[src/rtl/return_addr_stack.sv]
// return_addr_stack: circular return-address stack; overwrites the oldest entry on overflow and refuses to pop when empty.
module return_addr_stack #(
  parameter int DEPTH = 8,
  parameter int XLEN = 32
) (
  input  logic                     clk_i,
  input  logic                     rst_i,
  input  logic                     call_i,
  input  logic                     return_i,
  input  logic [XLEN-1:0]          pc_i,
  input  logic                     flush_i,
  output logic [XLEN-1:0]          ret_addr_o,
  output logic                     ret_vld_o,
  output logic                     empty_o,
  output logic                     full_o,
  output logic [$clog2(DEPTH):0]   count_o
);
  localparam int AW = $clog2(DEPTH);
  logic [XLEN-1:0] mem [DEPTH];
  logic [AW-1:0] tos, tos_inc, tos_dec;
  logic [AW:0] count;
  logic [XLEN-1:0] link;
  assign link = pc_i + XLEN'(4);
  assign tos_inc = tos + AW'(1);
  assign tos_dec = tos - AW'(1);
  assign empty_o = count == '0;
  assign full_o = count == (AW+1)'(DEPTH);
  assign count_o = count;
  assign ret_addr_o = mem[tos];
  assign ret_vld_o = return_i && !empty_o;
  // A call+return on an empty stack falls through to the plain-call branch.
  always_ff @(posedge clk_i or posedge rst_i) begin
    if (rst_i) begin
      tos <= AW'(DEPTH-1);
      count <= '0;
      for (int i = 0; i < DEPTH; i++) mem[i] <= '0;
    end else if (flush_i) begin
      count <= '0;
    end else if (call_i && return_i && !empty_o) begin
      mem[tos] <= link;
    end else if (call_i) begin
      tos <= tos_inc;
      mem[tos_inc] <= link;
      count <= full_o ? count : count + 1'b1;
    end else if (return_i && !empty_o) begin
      tos <= tos_dec;
      count <= count - 1'b1;
    end
  end
endmodule

[config.mk]
export PLATFORM = sky130hd
export DESIGN_NAME = return_addr_stack
export DESIGN_NICKNAME = d
export VERILOG_FILES = /design/src/rtl/return_addr_stack.sv
export SDC_FILE = /design/constraint.sdc
export NUM_CORES = 1
export LEC_CHECK = 0
export ABC_AREA = 1
export CAP_MARGIN = 0
export CORE_UTILIZATION = 30
export CTS_CLUSTER_DIAMETER = 200
export DETAILED_ROUTE_END_ITERATION = 8
export PLACE_DENSITY_LB_ADDON = 0.3
export REMOVE_ABC_BUFFERS = 1
export SLEW_MARGIN = 10
export SYNTH_ARGS = -nofsm -noshare
export SYNTH_HDL_FRONTEND = slang
export SYNTH_SLANG_ARGS = --single-unit
[constraint.sdc]
create_clock -name clk_i -period 22 [get_ports clk_i]
set_clock_uncertainty 0.05 [all_clocks]
set_input_delay 4.4 -clock clk_i [delete_from_list [all_inputs] [get_ports clk_i]]
set_output_delay 4.4 -clock clk_i [all_outputs]
set_load 0.005 [all_outputs]
==> flow_metrics.tcl, run 1 <==
set metrics [dict create \
    final_cell_count_no_fill 2348 \
    dr.pass1.iters 5 \
    cts_tree "yes" \
    area_growth_pct 16.9 \
    r2r-end "mem[1]" \
    clk_pin_slew_ns 0.06 \
    crit_path_frequent_cell "clkdlybuf4s50_1" \
    grt_overflow 0 \
    yosys_most_used_dff "dfrtp_1" \
    ys_warn_count 0 \
    coreArea_sq_um 42300 \
    postRouteAntennaNets 0 \
    insertion_delay_ns 0.56 \
    seq_area_sq_um 6590 \
    synth_enable_flop_cells 0 \
    fin_util 0.359 \
    clockBufferDepth 3 \
    status "completed" \
    vias 11491 \
    wl_per_cell_microns 18.0 \
    grt_pass1_vias 11101 \
    worstPathRequired_ns 17.55 \
    globalplace.congestion 0.872 \
    dpl.cell_count 2292 \
    initial_core_util 0.307 \
    antenna_found_initial 0 \
    antenna_cells 0 \
    drv_cap 0 \
    crit_arrival_ns 5.87 \
    synthDistinctLibCells 34 \
    post_cts_buffers 0 \
    ir_drop_mv 0.0708 \
    fin_ws_ns 11.68 \
    final_common_cell "nand2_1" \
    cp_max_fo 10 \
    first_iter_violations 1168 \
    setup_viol 0 \
    die_h_microns 210 \
    hold_viol_final 0 \
    cts_buffers 31 \
    worstHoldStart "mem[23]" \
    synth_cells 1698 \
    ios 76 \
    grtUsageTotal 0.194 \
    routed_wl_mm 42.2 \
    worst_pin_slew_ns 1.16 \
    r2r_start "tos[0]" \
    viasPerCell 4.89 \
    cts_max_level 1 \
    endpoint_kind "output pin" \
    die_x_microns 210 \
    fp-row-count 75 \
    post-route-period-util 0.469 \
    path_buf_inv 3 \
    r2r_setup_slack_ns 18.95 \
    maxSlewViolCount 0 \
    cpPeakStageDelay_ns 0.73 \
    port_buffers 75 \
    drc 0 \
    setup_tns_ns 0 \
    power_density_nw_per_um2 141 \
    rsz0062_at_grt "false" \
    pre_cts_ws_ns 11.71 \
    final_cell_mix "746 x nand2_1, 260 x dfrtp_1, 159 x inv_1" \
    async_flop_share 1.00 \
    min_to "mem[23]" \
    place_area_sq_um 14200 \
    synth_seq_cells 263 \
    p_leak_uw 0.00741 \
    period_needed_ns 10.32 \
    worst-r2r-cell-count 6 \
    whs_path_depth 2 \
    cts_num_sinks 263 \
    start_kind "input pin" \
    ctsResizeCount 0 \
    synth_area_per_cell_sq_um 7.66 \
    syn-cell-area_sq_um 13000 \
    worstPathCellList "clkdlybuf4s50_1 -> nand2_1 -> inv_1 -> clkdlybuf4s50_1" \
    multiInputGateArea_sq_um 5410 \
    holdBufCountCts 0 \
    dpl.hpwl_mm 24.0 \
    yosysSeqAreaShare 0.506 \
    hold_path.class "flip-flop to flip-flop" \
    grt_max_degree 166 \
    nFillCells 4391 \
    drive_above_1_share 0.0593 \
    cts_root_buf "clkbuf_16" \
    design_area_sq_um 15200 \
    fin_nets 1791 \
    slowest_stage "clkdlybuf4s50_1" \
    critPathKind "input pin to output pin" \
    grt_pass1_wl_mm 65.4 \
    max_slew_margin 0.226 \
    die_area_sq_um 44200 \
    fmax_mhz 96.9 \
    cp_top_family "buffers and inverters" \
]
worst max-delay path by stage:
stage	startpoint	to	depth (start not counted)
after detailed placement	return_i	ret_vld_o	4
after floorplan	rst_i	count_o[0]	1
after global routing	return_i	ret_vld_o	4
after CTS	return_i	ret_vld_o	4
final	return_i	ret_vld_o	4
after global placement	return_i	ret_vld_o	4
cell type report:
cell class | count | area share
Clock buffer | 43 | 0.0579
Clock inverter | 13 | 0.00716
Inverter | 165 | 0.0414
Multi-Input combinational cell | 1197 | 0.355
Sequential cell | 263 | 0.433
Tap cell | 577 | 0.0475
Timing Repair Buffer | 90 | 0.0576
tightest hold or removal path: stages, from the launching register on:
cell	delay (ns)
dfrtp_1	0.34
nand2_1	0.05
nand2_1	0.05
cells in the mapped netlist, types with 2 or more instances:
master,instances,share of area
nor2_4,5,0.0043
o21ai_1,7,0.0027
dfstp_2,3,0.0061
and2_1,3,0.0014
nor2_1,74,0.021
nand4_1,29,0.014
buf_4,19,0.011
clkbuf_1,25,0.0072
nand2_1,746,0.22
nand3b_1,2,0.0012
buf_6,6,0.0052
a22oi_1,29,0.017
dfrtp_1,260,0.50
o22ai_1,41,0.020
inv_1,160,0.046
inv_2,4,0.0012
nor2_2,5,0.0024
xnor2_1,7,0.0047
o21ai_0,114,0.044
nand2_2,3,0.0014
nand3_1,88,0.034
xor2_2,2,0.0025
nand3_2,11,0.0085
ha_1,5,0.0048
xor2_1,9,0.0061
buf_2,23,0.0088
a21oi_1,11,0.0042
power breakdown:
part           switching, uW  internal, uW  leakage [uW]
combinational            496           328       0.00365
sequential               110           710       0.00327
clock                    206           290      0.000483
registers in the layout (all words and copies together), names as in the netlist:
| register | cells |
|---|---|
| count_o | 4 |
| tos | 3 |
| mem | 256 |
metal layers:
metal  part of all wire  track usage
met1               0.45        0.272
met2               0.45        0.307
met3              0.066       0.0234
met4              0.033       0.0727
met5                  0            0
through the flow:
| stage | power (uW) | hold slack (ns) |
|---|---|---|
| global placement | 1630 | 0.412 |
| floorplan | 1270 | 0.399 |
| detailed placement | 1650 | 0.416 |
| CTS | 2160 | 0.431 |
| global route | 2300 | 0.442 |
| finish | 2140 | 0.428 |
cell families after synthesis:
kind of cell | count (synthesis) | synth area share
AOI/OAI and AO/OA | 204 | 0.0890
xor gates and xnor gates | 18 | 0.0133
adders and majority gates | 6 | 0.00635
buffers and inverters | 238 | 0.0800
DFF | 263 | 0.506
and+or+nand+nor | 969 | 0.305
Power figures use the tool's default switching activity.
==> run 2: changes to the inputs <==
==> constraint.sdc (replaced) <==
create_clock -name clk_i -period 8.67 [get_ports clk_i]
set_clock_uncertainty 0.05 [all_clocks]
set_input_delay 1.734 -clock clk_i [delete_from_list [all_inputs] [get_ports clk_i]]
set_output_delay 1.734 -clock clk_i [all_outputs]
set_load 0.005 [all_outputs]
==> flow_metrics.tcl, run 2 (synthesis results as in run 1) <==
set metrics [dict create \
    status "completed" \
    drive_above_1_share 0.0548 \
    coreArea_sq_um 42300 \
    die_area_sq_um 44200 \
    drv_cap 0 \
    min_to "mem[25]" \
    met1_length_mm 19.2 \
    endpoint_kind "output pin" \
    fin_nets 1789 \
    hold_viol_final 0 \
    crit_path_frequent_cell "nand2_1" \
    grtUsageTotal 0.189 \
    area_growth_pct 16.9 \
    grt_pass1_wl_mm 64.4 \
    grt_max_degree 134 \
    largest_register "mem" \
    cp_max_fo 13 \
    max_slew_margin 0.152 \
    whs_path_depth 2 \
    ir_drop_mv 0.150 \
    worst-r2r-cell-count 8 \
    start_kind "flip-flop" \
    worstPathCellList "nand3_1 -> inv_1 -> buf_4 -> nand2_1 -> nand2_1 -> nor2_1 -> nand4_1 -> clkdlybuf4s50_1" \
    post-route-period-util 0.621 \
    fin_util 0.359 \
    wl_met2_mm 18.7 \
    viasPerCell 4.82 \
    globalplace.congestion 0.884 \
    worstHoldStart "mem[25]" \
    drc 0 \
    postRouteAntennaNets 0 \
    rsz0062_at_grt "false" \
    grt_pass1_vias 10743 \
    holdBufCountCts 0 \
    power_uw 5450 \
    fp-row-count 75 \
    power_density_nw_per_um2 358 \
    vias 11311 \
    clockBufferDepth 3 \
    cts_tree "yes" \
    final_common_cell "nand2_1" \
    crit_arrival_ns 3.60 \
    initial_core_util 0.307 \
    insertion_delay_ns 0.56 \
    worst_pin_slew_ns 1.27 \
    ios 76 \
    dpl.hpwl_mm 24.1 \
    antenna_found_initial 0 \
    largest_reg_flops 256 \
    period_needed_ns 5.38 \
    p_leak_uw 0.00741 \
    ctsResizeCount 0 \
    die_h_microns 210 \
    cpPeakStageDelay_ns 0.66 \
    hold_path.class "flip-flop to flip-flop" \
    cts_root_buf "clkbuf_16" \
    wl_per_cell_microns 17.6 \
    final_cell_mix "746 x nand2_1, 260 x dfrtp_1, 159 x inv_1" \
    r2r_start "tos[0]" \
    critPathKind "flip-flop to output pin" \
    grt_overflow 0 \
    worstPathRequired_ns 6.89 \
    top_layer_used "met4" \
    pre_cts_ws_ns 3.69 \
    slowest_stage "dfstp_2" \
    cts_max_level 1 \
    antenna_cells 0 \
    r2r_setup_slack_ns 5.62 \
    port_buffers 75 \
    routed-wl-met3_mm 2.30 \
    clk_pin_slew_ns 0.06 \
    fin_ws_ns 3.29 \
    post_cts_buffers 0 \
    setup_viol 0 \
    routed_wl_mm 41.3 \
    fmax_mhz 186 \
    first_iter_violations 1056 \
    cts_num_sinks 263 \
    die_x_microns 210 \
    cts_buffers 30 \
    dr.pass1.iters 7 \
    r2r-end "mem[107]" \
    whs_ns 0.427 \
    maxSlewViolCount 0 \
]
-- run 2: worst max-delay path by stage --
stage,slack (ns),from,endpoint
after floorplan,-0.35,rst_i,count_o[0]
after global placement,3.71,return_i,ret_vld_o
after detailed placement,3.69,return_i,ret_vld_o
after CTS,3.36,tos[0],ret_addr_o[26]
after global routing,3.13,tos[0],ret_addr_o[22]
final,3.29,tos[0],ret_addr_o[26]
-- run 2: worst max-delay path: cells and delay by family, from the launching register on --
kind,cells,cell delay (ns)
buf+inv,3,1.49
simple gates,5,0.87
flops,1,0.66
-- run 2: final cells by class --
class                   count  area, sq um
well taps                 577          722
clock inverters            10          153
multi-input cells        1197         5410
fillers                  4364        27100
inverters                 165          629
repair buffers             89          868
clock buffers              45          848
flip-flops and latches    263         6590
-- run 2: power by group --
group	leakage, uW	internal, uW	switching (uW)	total (uW)
Clock	0.000487	790	509	1300
Combinational	0.00365	831	1240	2070
Sequential	0.00327	1800	280	2080
-- run 2: layer usage --
metal / GRT usage / up-vias
met2: 0.301 / 378
met4: 0.0554 / 0
met1: 0.271 / 5419
met5: 0 / -
li1: - / 5449
met3: 0.0182 / 65
-- run 2: through the flow --
stage	instances	setup TNS, ns	area (sq um)
after floorplan	1625	-90.80	12600
after global placement	2291	0	14200
after detailed placement	2291	0	14200
after CTS	2346	0	15200
after global routing	2346	0	15200
final	2346	0	15200
==> patch 1, RTL diff (settings of run 2) <==
Compare `count` against `(AW+1)'(DEPTH)` with >= in place of ==.
--- a/src/rtl/return_addr_stack.sv
+++ b/src/rtl/return_addr_stack.sv
@@ -26,3 +26,3 @@
   assign empty_o = count == '0;
-  assign full_o = count == (AW+1)'(DEPTH);
+  assign full_o = count >= (AW+1)'(DEPTH);
   assign count_o = count;
Formal check against the unedited RTL: no difference found for any inputs over 4 cycles, from zero or initial values and one cycle with rst_i high; that may be too few to reach the edited logic, so the function may still have changed.
==> patch 1 against run 2 <==
The run now ends with DRC left. Power fell by 1.6%. Synthesized area rose by 0.66%. Sequential cell count did not move. Cell area fell by 0.30%. Worst setup slack got worse by 190 ps. Non-clock buffer count fell by 1. Routed wire length fell by 1.5%. Critical path type unchanged. Critical endpoint is now ret_addr_o[29]. Highest routed layer unchanged.
==> patch 1: results (changes against run 2) <==
Timing
  – Slew HR: 20.8% (+5.6 points)
  – Worst Hold Slack: 429 ps (+2.43 ps)
  – Final worst path period need: 5580 ps (+192 ps)

GRT
  – Met2 GRT Util: 30.5% (+0.32 points)
  – Met3 GRT Util: 2.36% (+0.55 points)
  – Met1 Use GR: 26.0% (-1.0 points)
  – Tot GR Track Use: 18.6% (-0.31 points)

Routing
  – # DRC: 1 (+1)
  – Vias: 11400 (+0.57%)
  – Wl on met1: 18.4 mm (-4.5%)
  – DR WL met3: 2.67 mm (+16%)
  – Met2 WL: 19.0 mm (+1.6%)
  – Drt total wl: 40.7 mm (-1.5%)

Synthesis
  – Synth cell count leaders: nand2_1, dfrtp_1, inv_1
  – Register area share after synthesis: 50.3% (-0.33 points)
  – Cell variety after synth: 38 (+12%)
  – Post-synthesis compound-gate area fraction: 8.91% (about the same)
  – Post-Synth XOR/XNOR Area: 1.38% (+0.049 points)

Power and ir drop
  – Pleak: 7.36 nW (-0.63%)
  – P_int: 0.00332 W (-3.1%)
  – Peak supply drop: 0.176 mV (+18%)
  – Combinational share of power: 38.6% (+0.7 points)

Worst hold path
  – Min-Delay Endpoint: mem[116]

Finish
  – # nets final: 1779 (-0.56%)
  – Share of cells above drive strength 1: 5.92% (+0.44 points)

Place
  – Gp weighted congestion: 0.870 (-1.5%)
  – Detail Placement HPWL: 24.5 mm (+1.8%)
  – Pre-CTS WS: 3700 ps (+9.09 ps)

Worst setup path
  – Worst r2r dst: mem[1]
  – Worst reg2reg path depth: 6 (-2)
  – Worst Setup EP: ret_addr_o[29]
  – Internal reg-to-reg setup slack: 5420 ps (-200 ps)

Run status
  – Failing checks: DRC
  – Status: finished with violations
[patch 1: cell count changes after synthesis, sizes merged, moves of 4 or more]
cell	run 2	this run
clkbuf	25	12
buf	48	59
nand3	99	90
nor2	84	79
a21oi	12	16
o22ai	41	37
[patch 1: area by class of cell]
class / count / area [µm²]
Inverter: 166 / 638
Timing Repair Buffer: 88 / 861
Tap cell: 585 / 732
Multi-Input combinational cell: 1188 / 5440
Clock buffer: 43 / 838
Fill cell: 4459 / 27900
Clock inverter: 9 / 76.3
Sequential cell: 263 / 6590
[patch 1: critical path, cell delays in order (launching register included)]
cell             delay, ps
dfstp_2                710
inv_1                  300
nand3_2                290
clkinv_1               580
buf_4                  440
nand2_1                 80
o21ai_0                 70
nor2_1                 160
nand4_1                110
clkdlybuf4s50_1        470
[patch 1: per-stage QoR]
stage,TNS [ps],instances
2_1_floorplan,-90800,1617
3_3_place_gp,0,2290
3_5_place_dp,0,2290
4_1_cts,0,2342
5_1_grt,0,2342
6_report,0,2342
==> patch 2, RTL diff (flow settings as in run 2) <==
Made on the original files. Set the parameter `XLEN` to 64 (it was 32).
--- a/src/rtl/return_addr_stack.sv
+++ b/src/rtl/return_addr_stack.sv
@@ -3,3 +3,3 @@
   parameter int DEPTH = 8,
-  parameter int XLEN = 32
+  parameter int XLEN = 64
 ) (
Ports: changed (resized pc_i and ret_addr_o); port bits go from 76 to 140. No check against the original RTL was run, so the function may have changed too.
==> patch 2 against run 2 <==
Non-clock buffer count increased by 80. Routed wire length increased by 120%. Worst setup slack got worse by 880 ps. Sequential cell count increased by 256. Via count increased by 110%. Maximum frequency decreased by 14%. Synthesized area increased by 98%. Register-to-register slack got worse by 2300 ps. Cell area increased by 98%. Power increased by 110%. Die area increased by 96%.
==> patch 2: results (changes against run 2) <==
Run status
  – Status: finished, final reports clean

Synthesis
  – Avg Inst Size Synth: 7.69 µm² (+0.39%)
  – Register area share after synthesis: 50.6% (-0.060 points)
  – Synth cell count leaders: nand2_1, dfrtp_1, nand3_1
  – Synth area leaders: dfrtp_1, nand2_1, nand3_1, o21ai_0, nor2_1
  – Mapped Area: 25700 µm² (+98%)
  – Total of warnings raised by yosys: 0 (unchanged)
  – Cell variety after synth: 47 (+38%)
  – Top_reg_cell synth: dfrtp_1

Routing
  – Initial DRC Count: 2322 (+120%)
  – Drt wl/cell: 20.2 µm (+15%)
  – Vias/cell: 5.11 (+6.1%)
  – Drt total wl: 92.2 mm (+120%)
  – DRT Pass-1 Iters: 6 (-1)

Worst setup path
  – Worst Setup EP: ret_addr_o[43]
  – Internal reg-to-reg setup slack: 3300 ps (-2320 ps)
  – Worst path slowest cell: dfstp_4
  – Worst r2r dst: mem[21]
  – CP peak stage delay: 1140 ps (+480 ps)
  – CP max FO: 68 (+55)
  – Worst reg2reg path depth: 12 (+4)
  – WP data arrival: 4480 ps (+880 ps)
  – Critical path origin: tos[0]

Power and ir drop
  – Peak supply drop: 0.261 mV (+74%)
  – Pleak: 14.3 nW (+93%)

Finish
  – # nets final: 3453 (+93%)
  – Largest register FFs: 512 (+100%)
  – Share of cells above drive strength 1: 5.96% (+0.47 points)

Timing
  – Slew HR: 18.4% (+3.1 points)

CTS
  – Root buffer selected by CTS: clkbuf_16
  – H-tree Lvls: 2 (+1)
  – Clock buffer depth: 3 (unchanged)
  – Post-CTS Resized: 0 (unchanged)
  – CTS Hold Bufs: 0 (unchanged)
  – CTS buffer count: 57 (+90%)
  – Clk_lat worst skew: 630 ps (+70 ps)

GRT
  – Antenna violations before repair: 10 (+10)
  – Largest net degree at the start of global routing: 165 (+23%)
  – First-pass GRT wire length: 141 mm (+120%)
  – Tot GR Track Use: 21.3% (+2.4 points)
  – Vias in the first global route: 22500 (+110%)

Place
  – Port bufs: 139 (+85%)
  – Gp weighted congestion: 0.942 (+6.7%)
  – Detail Placement HPWL: 55.6 mm (+130%)
  – Placed Area: 28000 µm² (+97%)
  – Cells after DPL: 4453 (+94%)
==> patch 2: cell type report <==
type | instances | area (µm²)
antenna | 5 | 12.5
timing repair buffer | 169 | 1680
clock buffer | 82 | 1680
inverter | 119 | 469
multi-input combinational | 2512 | 11400
clock inverter | 23 | 423
sequential | 519 | 13000
tap | 1134 | 1420
fill | 8876 | 54100
==> patch 2: logic make-up after synthesis <==
logic type	after synthesis	share of synthesized area [%]
AO/OA/AOI/OAI	491	10.7
XOR/XNOR	37	1.54
AND/OR/NAND/NOR	1978	31.6
buffers and inverters	310	5.29
adder cells (fa/ha/maj)	6	0.321
flip-flops	519	50.6
==> patch 2: worst min path at each step <==
stage,startpoint,to,slack (ps),cells after the start
4_1_cts,mem[289],mem[289],430,2
3_3_place_gp,mem[285],mem[285],410,2
6_report,mem[297],mem[297],420,2
2_1_floorplan,mem[162],mem[162],390,2
5_1_grt,mem[351],mem[351],440,2
3_5_place_dp,mem[190],mem[190],410,2
==> patch 2: stage by stage <==
| step | power [W] | util, % | setup slack (ps) |
|---|---|---|---|
| after floorplan | 0.00652 | - | -7610 |
| after global routing | 0.0121 | 35.7 | 2230 |
| after CTS | 0.0114 | 35.7 | 2400 |
| after detailed placement | 0.00862 | 33.2 | 3020 |
| after global placement | 0.00857 | 33.2 | 3060 |
| final | 0.0113 | 35.8 | 2410 |
==> patch 2: worst max-delay path, delay by kind of cell, from the launching register on <==
family | cells | cell delay [ps]
buffers and inverters | 3 | 1330
AO/OA/AOI/OAI | 2 | 270
AND/OR/NAND/NOR | 3 | 1030
flip-flops | 1 | 1140
==> patch 2: layer usage <==
| layer | vias to the layer above | share of wire (%) | GRT usage, % |
|---|---|---|---|
| li1 | 11000 | - | - |
| met1 | 11400 | 46 | 30.6 |
| met2 | 828 | 45 | 32.9 |
| met3 | 119 | 7.0 | 3.43 |
| met4 | 4 | 2.4 | 5.92 |
| met5 | - | 0.035 | 0 |
==> patch 2: where the power goes <==
part,internal [W],switching [W],leakage (nW),total [W]
sequential,0.00355,0.000641,6.55,0.00419
combinational,0.00169,0.00271,6.71,0.00441
clock,0.00165,0.00106,1.03,0.00271
total,0.00689,0.00441,14.3,0.0113
